## src/rtl/arith_pkg.sv

```systemverilog
// Shared opcode, FSM state and iteration-mode encodings for the sequential arithmetic unit.
package arith_pkg;

  typedef logic [1:0] op_t;

  localparam op_t OP_ADD = 2'd0;
  localparam op_t OP_SUB = 2'd1;
  localparam op_t OP_MUL = 2'd2;
  localparam op_t OP_DIV = 2'd3;

  typedef enum logic [1:0] {
    ST_IDLE,
    ST_BUSY,
    ST_DONE
  } state_e;

  typedef enum logic {
    MODE_MUL,
    MODE_DIV
  } iter_mode_e;

endpackage

```

## src/rtl/arith_seq_unit_if.sv

```systemverilog
// Operand/result handshake bundle between the issuing controller and the arithmetic unit.
interface arith_seq_unit_if
  import arith_pkg::*;
#(
  parameter int unsigned WIDTH = 8
);

  logic             in_valid;
  logic             in_ready;
  op_t              op;
  logic [WIDTH-1:0] a;
  logic [WIDTH-1:0] b;
  logic             out_valid;
  logic             out_ready;
  logic [WIDTH-1:0] res_lo;
  logic [WIDTH-1:0] res_hi;
  logic             carry;
  logic             zero;
  logic             div_by_zero;

  modport master (
    output in_valid, op, a, b, out_ready,
    input  in_ready, out_valid, res_lo, res_hi, carry, zero, div_by_zero
  );

  modport slave (
    input  in_valid, op, a, b, out_ready,
    output in_ready, out_valid, res_lo, res_hi, carry, zero, div_by_zero
  );

endinterface

```

## src/rtl/arith_iter_core.sv

```systemverilog
// Shared iterative engine: shift-add multiply and restoring divide over one 2*WIDTH register.
module arith_iter_core
  import arith_pkg::*;
#(
  parameter int unsigned WIDTH = 8
) (
  input  logic             clk,
  input  logic             rst_n,
  input  logic             start_i,
  input  iter_mode_e       mode_i,
  input  logic [WIDTH-1:0] a_i,
  input  logic [WIDTH-1:0] b_i,
  output logic             done_o,
  output logic [WIDTH-1:0] hi_o,
  output logic [WIDTH-1:0] lo_o
);

  localparam int unsigned CntW = (WIDTH > 2) ? $clog2(WIDTH) : 1;

  logic [2*WIDTH-1:0] acc_q, acc_d;
  logic [WIDTH-1:0]   b_q;
  logic [CntW-1:0]    cnt_q;
  logic               busy_q;
  iter_mode_e         mode_q;

  logic [WIDTH:0]   shr;
  logic [WIDTH:0]   opa, opb;
  logic             cin;
  logic [WIDTH+1:0] sum;

  // For DIV the adder computes shr - b + 2^(WIDTH+1); bit WIDTH+1 set means no borrow.
  always_comb begin
    shr = acc_q[2*WIDTH-1:WIDTH-1];
    if (mode_q == MODE_DIV) begin
      opa = shr;
      opb = ~{1'b0, b_q};
      cin = 1'b1;
    end else begin
      opa = {1'b0, acc_q[2*WIDTH-1:WIDTH]};
      opb = acc_q[0] ? {1'b0, b_q} : '0;
      cin = 1'b0;
    end
    sum = {1'b0, opa} + {1'b0, opb} + {{(WIDTH + 1){1'b0}}, cin};
    if (mode_q == MODE_DIV) begin
      acc_d = sum[WIDTH+1] ? {sum[WIDTH-1:0], acc_q[WIDTH-2:0], 1'b1}
                           : {shr[WIDTH-1:0], acc_q[WIDTH-2:0], 1'b0};
    end else begin
      acc_d = {sum[WIDTH:0], acc_q[WIDTH-1:1]};
    end
  end

  // Results are taken from the next-state value so the last iteration and capture coincide.
  assign done_o = busy_q && (cnt_q == '0);
  assign hi_o   = acc_d[2*WIDTH-1:WIDTH];
  assign lo_o   = acc_d[WIDTH-1:0];

  always_ff @(posedge clk or negedge rst_n) begin
    if (!rst_n) begin
      acc_q  <= '0;
      b_q    <= '0;
      cnt_q  <= '0;
      busy_q <= 1'b0;
      mode_q <= MODE_MUL;
    end else if (start_i) begin
      acc_q  <= {{WIDTH{1'b0}}, a_i};
      b_q    <= b_i;
      cnt_q  <= CntW'(WIDTH - 1);
      busy_q <= 1'b1;
      mode_q <= mode_i;
    end else if (busy_q) begin
      acc_q <= acc_d;
      if (cnt_q == '0) begin
        busy_q <= 1'b0;
      end else begin
        cnt_q <= cnt_q - 1'b1;
      end
    end
  end

endmodule

```

## src/rtl/arith_seq_unit.sv

```systemverilog
// Sequential unsigned ADD/SUB/MUL/DIV unit with valid/ready handshakes and registered results.
module arith_seq_unit
  import arith_pkg::*;
#(
  parameter int unsigned WIDTH = 8
) (
  input  logic              clk,
  input  logic              rst_n,
  arith_seq_unit_if.slave   bus
);

  state_e           state_q;
  logic [WIDTH-1:0] res_lo_q, res_hi_q;
  logic             carry_q, zero_q, dbz_q, out_valid_q;

  logic [WIDTH:0]   add_sum, sub_diff;
  logic             accept, core_start, core_done;
  iter_mode_e       core_mode;
  logic [WIDTH-1:0] core_hi, core_lo;

  always_comb begin
    accept     = (state_q == ST_IDLE) && bus.in_valid;
    add_sum    = {1'b0, bus.a} + {1'b0, bus.b};
    sub_diff   = {1'b0, bus.a} - {1'b0, bus.b};
    core_mode  = (bus.op == OP_DIV) ? MODE_DIV : MODE_MUL;
    core_start = accept && ((bus.op == OP_MUL) || ((bus.op == OP_DIV) && (bus.b != '0)));
  end

  arith_iter_core #(
    .WIDTH (WIDTH)
  ) u_core (
    .clk     (clk),
    .rst_n   (rst_n),
    .start_i (core_start),
    .mode_i  (core_mode),
    .a_i     (bus.a),
    .b_i     (bus.b),
    .done_o  (core_done),
    .hi_o    (core_hi),
    .lo_o    (core_lo)
  );

  always_ff @(posedge clk or negedge rst_n) begin
    if (!rst_n) begin
      state_q     <= ST_IDLE;
      res_lo_q    <= '0;
      res_hi_q    <= '0;
      carry_q     <= 1'b0;
      zero_q      <= 1'b0;
      dbz_q       <= 1'b0;
      out_valid_q <= 1'b0;
    end else begin
      unique case (state_q)
        ST_IDLE: begin
          if (bus.in_valid) begin
            unique case (bus.op)
              OP_ADD: begin
                res_lo_q    <= add_sum[WIDTH-1:0];
                res_hi_q    <= '0;
                carry_q     <= add_sum[WIDTH];
                zero_q      <= (add_sum[WIDTH-1:0] == '0);
                dbz_q       <= 1'b0;
                out_valid_q <= 1'b1;
                state_q     <= ST_DONE;
              end
              OP_SUB: begin
                res_lo_q    <= sub_diff[WIDTH-1:0];
                res_hi_q    <= '0;
                carry_q     <= sub_diff[WIDTH];
                zero_q      <= (sub_diff[WIDTH-1:0] == '0);
                dbz_q       <= 1'b0;
                out_valid_q <= 1'b1;
                state_q     <= ST_DONE;
              end
              OP_MUL: state_q <= ST_BUSY;
              OP_DIV: begin
                if (bus.b == '0) begin
                  res_lo_q    <= '1;
                  res_hi_q    <= bus.a;
                  carry_q     <= 1'b0;
                  zero_q      <= 1'b0;
                  dbz_q       <= 1'b1;
                  out_valid_q <= 1'b1;
                  state_q     <= ST_DONE;
                end else begin
                  state_q <= ST_BUSY;
                end
              end
              default: state_q <= ST_IDLE;
            endcase
          end
        end
        ST_BUSY: begin
          if (core_done) begin
            res_lo_q    <= core_lo;
            res_hi_q    <= core_hi;
            carry_q     <= 1'b0;
            zero_q      <= ({core_hi, core_lo} == '0);
            dbz_q       <= 1'b0;
            out_valid_q <= 1'b1;
            state_q     <= ST_DONE;
          end
        end
        ST_DONE: begin
          if (bus.out_ready) begin
            out_valid_q <= 1'b0;
            state_q     <= ST_IDLE;
          end
        end
        default: state_q <= ST_IDLE;
      endcase
    end
  end

  assign bus.in_ready    = (state_q == ST_IDLE);
  assign bus.out_valid   = out_valid_q;
  assign bus.res_lo      = res_lo_q;
  assign bus.res_hi      = res_hi_q;
  assign bus.carry       = carry_q;
  assign bus.zero        = zero_q;
  assign bus.div_by_zero = dbz_q;

endmodule

```

## src/flat_wrapper.sv

```systemverilog
// flat-port wrapper written by rule: the top's interface ports become plain ports
module arith_seq_unit_flat import arith_pkg::*;
#(
  parameter int unsigned WIDTH = 8
)
  (clk, rst_n, bus_in_valid, bus_op, bus_a, bus_b, bus_out_ready, bus_in_ready, bus_out_valid, bus_res_lo, bus_res_hi, bus_carry, bus_zero, bus_div_by_zero);
  arith_seq_unit_if #(.WIDTH(WIDTH)) bus_i ();
  input  logic clk;
  input  logic rst_n;
  input wire logic [$bits(bus_i.in_valid)-1:0] bus_in_valid;
  input wire logic [$bits(bus_i.op)-1:0] bus_op;
  input wire logic [$bits(bus_i.a)-1:0] bus_a;
  input wire logic [$bits(bus_i.b)-1:0] bus_b;
  input wire logic [$bits(bus_i.out_ready)-1:0] bus_out_ready;
  output wire logic [$bits(bus_i.in_ready)-1:0] bus_in_ready;
  output wire logic [$bits(bus_i.out_valid)-1:0] bus_out_valid;
  output wire logic [$bits(bus_i.res_lo)-1:0] bus_res_lo;
  output wire logic [$bits(bus_i.res_hi)-1:0] bus_res_hi;
  output wire logic [$bits(bus_i.carry)-1:0] bus_carry;
  output wire logic [$bits(bus_i.zero)-1:0] bus_zero;
  output wire logic [$bits(bus_i.div_by_zero)-1:0] bus_div_by_zero;
  assign bus_i.in_valid = bus_in_valid;
  assign bus_i.op = bus_op;
  assign bus_i.a = bus_a;
  assign bus_i.b = bus_b;
  assign bus_i.out_ready = bus_out_ready;
  assign bus_in_ready = bus_i.in_ready;
  assign bus_out_valid = bus_i.out_valid;
  assign bus_res_lo = bus_i.res_lo;
  assign bus_res_hi = bus_i.res_hi;
  assign bus_carry = bus_i.carry;
  assign bus_zero = bus_i.zero;
  assign bus_div_by_zero = bus_i.div_by_zero;
  arith_seq_unit #(.WIDTH(WIDTH)) u_core (.clk(clk), .rst_n(rst_n), .bus(bus_i));
endmodule
```

## config.mk

```make
export PLATFORM = sky130hd
export DESIGN_NAME = arith_seq_unit_flat
export DESIGN_NICKNAME = d
export VERILOG_FILES = /design/src/rtl/arith_pkg.sv /design/src/rtl/arith_seq_unit_if.sv /design/src/rtl/arith_iter_core.sv /design/src/rtl/arith_seq_unit.sv /design/src/flat_wrapper.sv
export SDC_FILE = /design/constraint.sdc
export NUM_CORES = 1
export LEC_CHECK = 0
export CAP_MARGIN = 5
export CELL_PAD_IN_SITES_DETAIL_PLACEMENT = 1
export CELL_PAD_IN_SITES_GLOBAL_PLACEMENT = 1
export CORE_MARGIN = 3
export CORE_UTILIZATION = 40
export DETAILED_ROUTE_END_ITERATION = 8
export HOLD_SLACK_MARGIN = 0.06
export PLACE_DENSITY = 0.86
export SLEW_MARGIN = 30
export SYNTH_ARGS = -nofsm -noshare
export SYNTH_HDL_FRONTEND = slang
export SYNTH_SLANG_ARGS = --single-unit
export TNS_END_PERCENT = 100
```

## constraint.sdc

```tcl
create_clock -name clk -period 10.5 [get_ports clk]
set_input_delay 1.575 -clock clk [delete_from_list [all_inputs] [get_ports clk]]
set_output_delay 1.575 -clock clk [all_outputs]
set_load 0.02 [all_outputs]
```

==> reports/metrics.yaml <==
final_layout:
  final_cell_area_um2: 4400
  antenna_cells: 0
  final_util_pct: 49.0
  final_nets: 532
  fin_cells: 608
  drive_gt1_share_pct: 5.39
  syn2layout_area_growth_pct: 15.8
synth:
  synth_warnings: 0
  synthTopCellsByCount: "nor2_1, dfrtp_1, nand2_1"
  ys.flop_type: "dfrtp_1"
  yosysSeqAreaShare_pct: 33.6
  synth-seq-cells: 51
  syn_avg_cell_area_um2: 8.43
  synth_fp_nets: 502
  yosysTopAreaCellShare_pct: 33.6
  synth_largest_area_cell: "dfrtp_1"
  synth.most_common_cell: "nor2_1"
  synthTopCellsByArea: "dfrtp_1, ha_1, o21ai_0, nor2_1, nand2_1"
  synthCells: 451
  synth_edf_count: 0
  yosysUniqueCellTypes: 56
  synthArstFlopShare_pct: 100
  synth_area_um2: 3800
sta:
  slew_headroom_pct: 39.0
  period_needed_ns: 4.46
  worst_pin_slew_ns: 0.915
  slew_violations: 0
  tns_ns: 0
  rsz0062_at_grt: "false"
  setup_violations: 0
  timing.fmax_ghz: 0.224
  postLayoutSetupSlackWorst_ns: 6.04
  fin_crit_sh_pct: 42.5
  hold_viol: 0
  clock_skew_ns: 0.0139
drt:
  drtIter0Drc: 157
  routed_via_density: 5.81
  ant_nets: 0
  drtPass1Iterations: 4
  routed_wl_um: 11200
  drc_errors: 0
  routedWlPerCell_um: 18.5
  vias: 3530
floorplanning:
  die_area_um2: 10700
  initial_core_util_pct: 42.3
  rows: 34
  ios: 43
  dieWidth_um: 103
  fp.coreArea_um2: 8980
  die_h_um: 103
run_status:
  status: "complete, no violations"
grt:
  grt_pass1_wl_um: 18400
  grt_pass1_vias: 3625
  grt_use_total_pct: 22.1
  antenna_found_initial: 0
  grt_start_max_net_pins: 52
  grt_overflow_total: 0
setup_path:
  required_ns: 10.74
  critPathMaxFanout: 4
  crit_type: "in2reg"
  cp.arrival_ns: 4.70
  reg2reg_to: "u_core.bus.zero"
  start_kind: "input port"
  rr_startpoint: "u_core.u_core.mode_q"
  r2r_slack_ns: 6.37
  r2r_cells: 12
  setup.worst_path.end_class: "flip-flop"
pwr:
  power.density_nw_per_um2: 369
  ir_worst_vdd_mv: 0.108
  power.leakage_nw: 1.89
min_path:
  hp-start: "u_core.bus.res_lo[4]"
  whs_endpoint: "u_core.bus.res_lo[4]"
  min_path_type: "reg2reg"
  holdPathStages: 1
clock_tree:
  path_clk_slew_ns: 0.10
  cts_max_path_buffers: 2
  cts_tree: "built"
  post_cts_buffers: 0
  cts_num_sinks: 51
  holdBufCountCts: 0
  cts_resized: 0
  clkLatencyLatePin_ns: 0.32
  ctsHtreeMaxLevel: 2
  ctsRootBufferMaster: "clkbuf_8"
  numCtsBuffers: 5
placement:
  hpwl_um: 8790
  routabilityCongestion: 0.947
  dpl_worst_slack_ns: 5.73
  io_buffers: 42
  dp.cells: 600
  placed_area_um2: 4300
job:
  cap_violations: 0
routing by layer:
metal | wire length (um) | GRT usage, % | vias up
met5 | 0 | 0 | -
met3 | 631 | 2.75 | 18
met4 | 268 | 6.27 | 0
li1 | - | - | 1663
met1 | 4980 | 30.9 | 1745
met2 | 5340 | 35.7 | 104
metrics by stage:
step / total power, mW / hold WS (ns)
detailed placement: 1.49 / 0.485
CTS: 1.62 / 0.509
floorplan: 1.16 / 0.466
finish: 1.63 / 0.505
global route: 1.77 / 0.535
global placement: 1.44 / 0.479
sequential cells by signal (all words and copies together) (netlist names):
signal and flops:
u_core.u_core.acc_q 16, u_core.bus.res_hi 8, u_core.bus.res_lo 8, u_core.u_core.b_q 8
u_core.u_core.cnt_q 3, u_core.state_q 2, u_core.bus.carry 1, u_core.bus.div_by_zero 1
u_core.bus.out_valid 1, u_core.bus.zero 1, u_core.u_core.busy_q 1, u_core.u_core.mode_q 1
logic make-up after synthesis:
kind of cell,Yosys count,synth area share [%]
AO/OA/AOI/OAI,142,23.8
buffers and inverters,46,5.00
XOR/XNOR,18,4.15
multiplexers,22,6.03
AND/OR/NAND/NOR,143,17.1
adder cells (fa/ha/maj),29,10.3
flip-flops,51,33.6
where the power goes:
group / leakage (nW) / internal [mW] / switching, mW
registers: 0.605 / 0.300 / 0.0933
clock network: 0.0502 / 0.0496 / 0.0742
logic: 1.23 / 0.446 / 0.663
total: 1.89 / 0.795 / 0.830
worst max path at each step:
stage / endpoint / from
after global placement: u_core.bus.zero / bus_a[0]
after global routing: u_core.bus.zero / bus_a[0]
after CTS: u_core.bus.zero / bus_a[0]
after floorplan: u_core.bus.zero / bus_a[0]
after detailed placement: u_core.bus.zero / bus_a[0]
final: u_core.bus.zero / bus_a[0]
critical path, cell delays in order:
cell,delay (ns)
clkdlybuf4s50_1,0.52
inv_1,0.10
ha_1,0.16
inv_1,0.06
fa_1,0.43
a211oi_4,0.26
nor2_2,0.07
xor2_1,0.15
or4b_1,0.52
or3_1,0.38
nor4_2,0.23
o21bai_1,0.10
a31oi_1,0.16
area by class of cell:
cell class | instances | area, um2
Multi-Input combinational cell | 354 | 2340
Inverter | 23 | 86.3
Timing Repair Buffer | 46 | 445
Clock inverter | 3 | 28.8
Fill cell | 1090 | 4580
Sequential cell | 51 | 1280
Clock buffer | 5 | 68.8
Tap cell | 126 | 158
cell usage in the layout, fill, tap and decap left out, drive strengths merged, types with 6 or more instances in the layout:
cell type      synthesis  routed
o221ai                 7       7
o21ai                 42      42
a21oi                 35      35
nand2b                 9       9
xnor2                  8       8
nand2                 49      49
mux2i                 15      15
mux2                   7       7
o211ai                 7       7
xor2                  10      10
inv                   23      24
dfrtp                 51      51
o21a                   9       9
a211oi                 6       6
ha                    25      25
a31oi                  6       6
nor2                  53      53
clkdlybuf4s50          0      41
No activity file was read; power rests on OpenSTA's default activity.
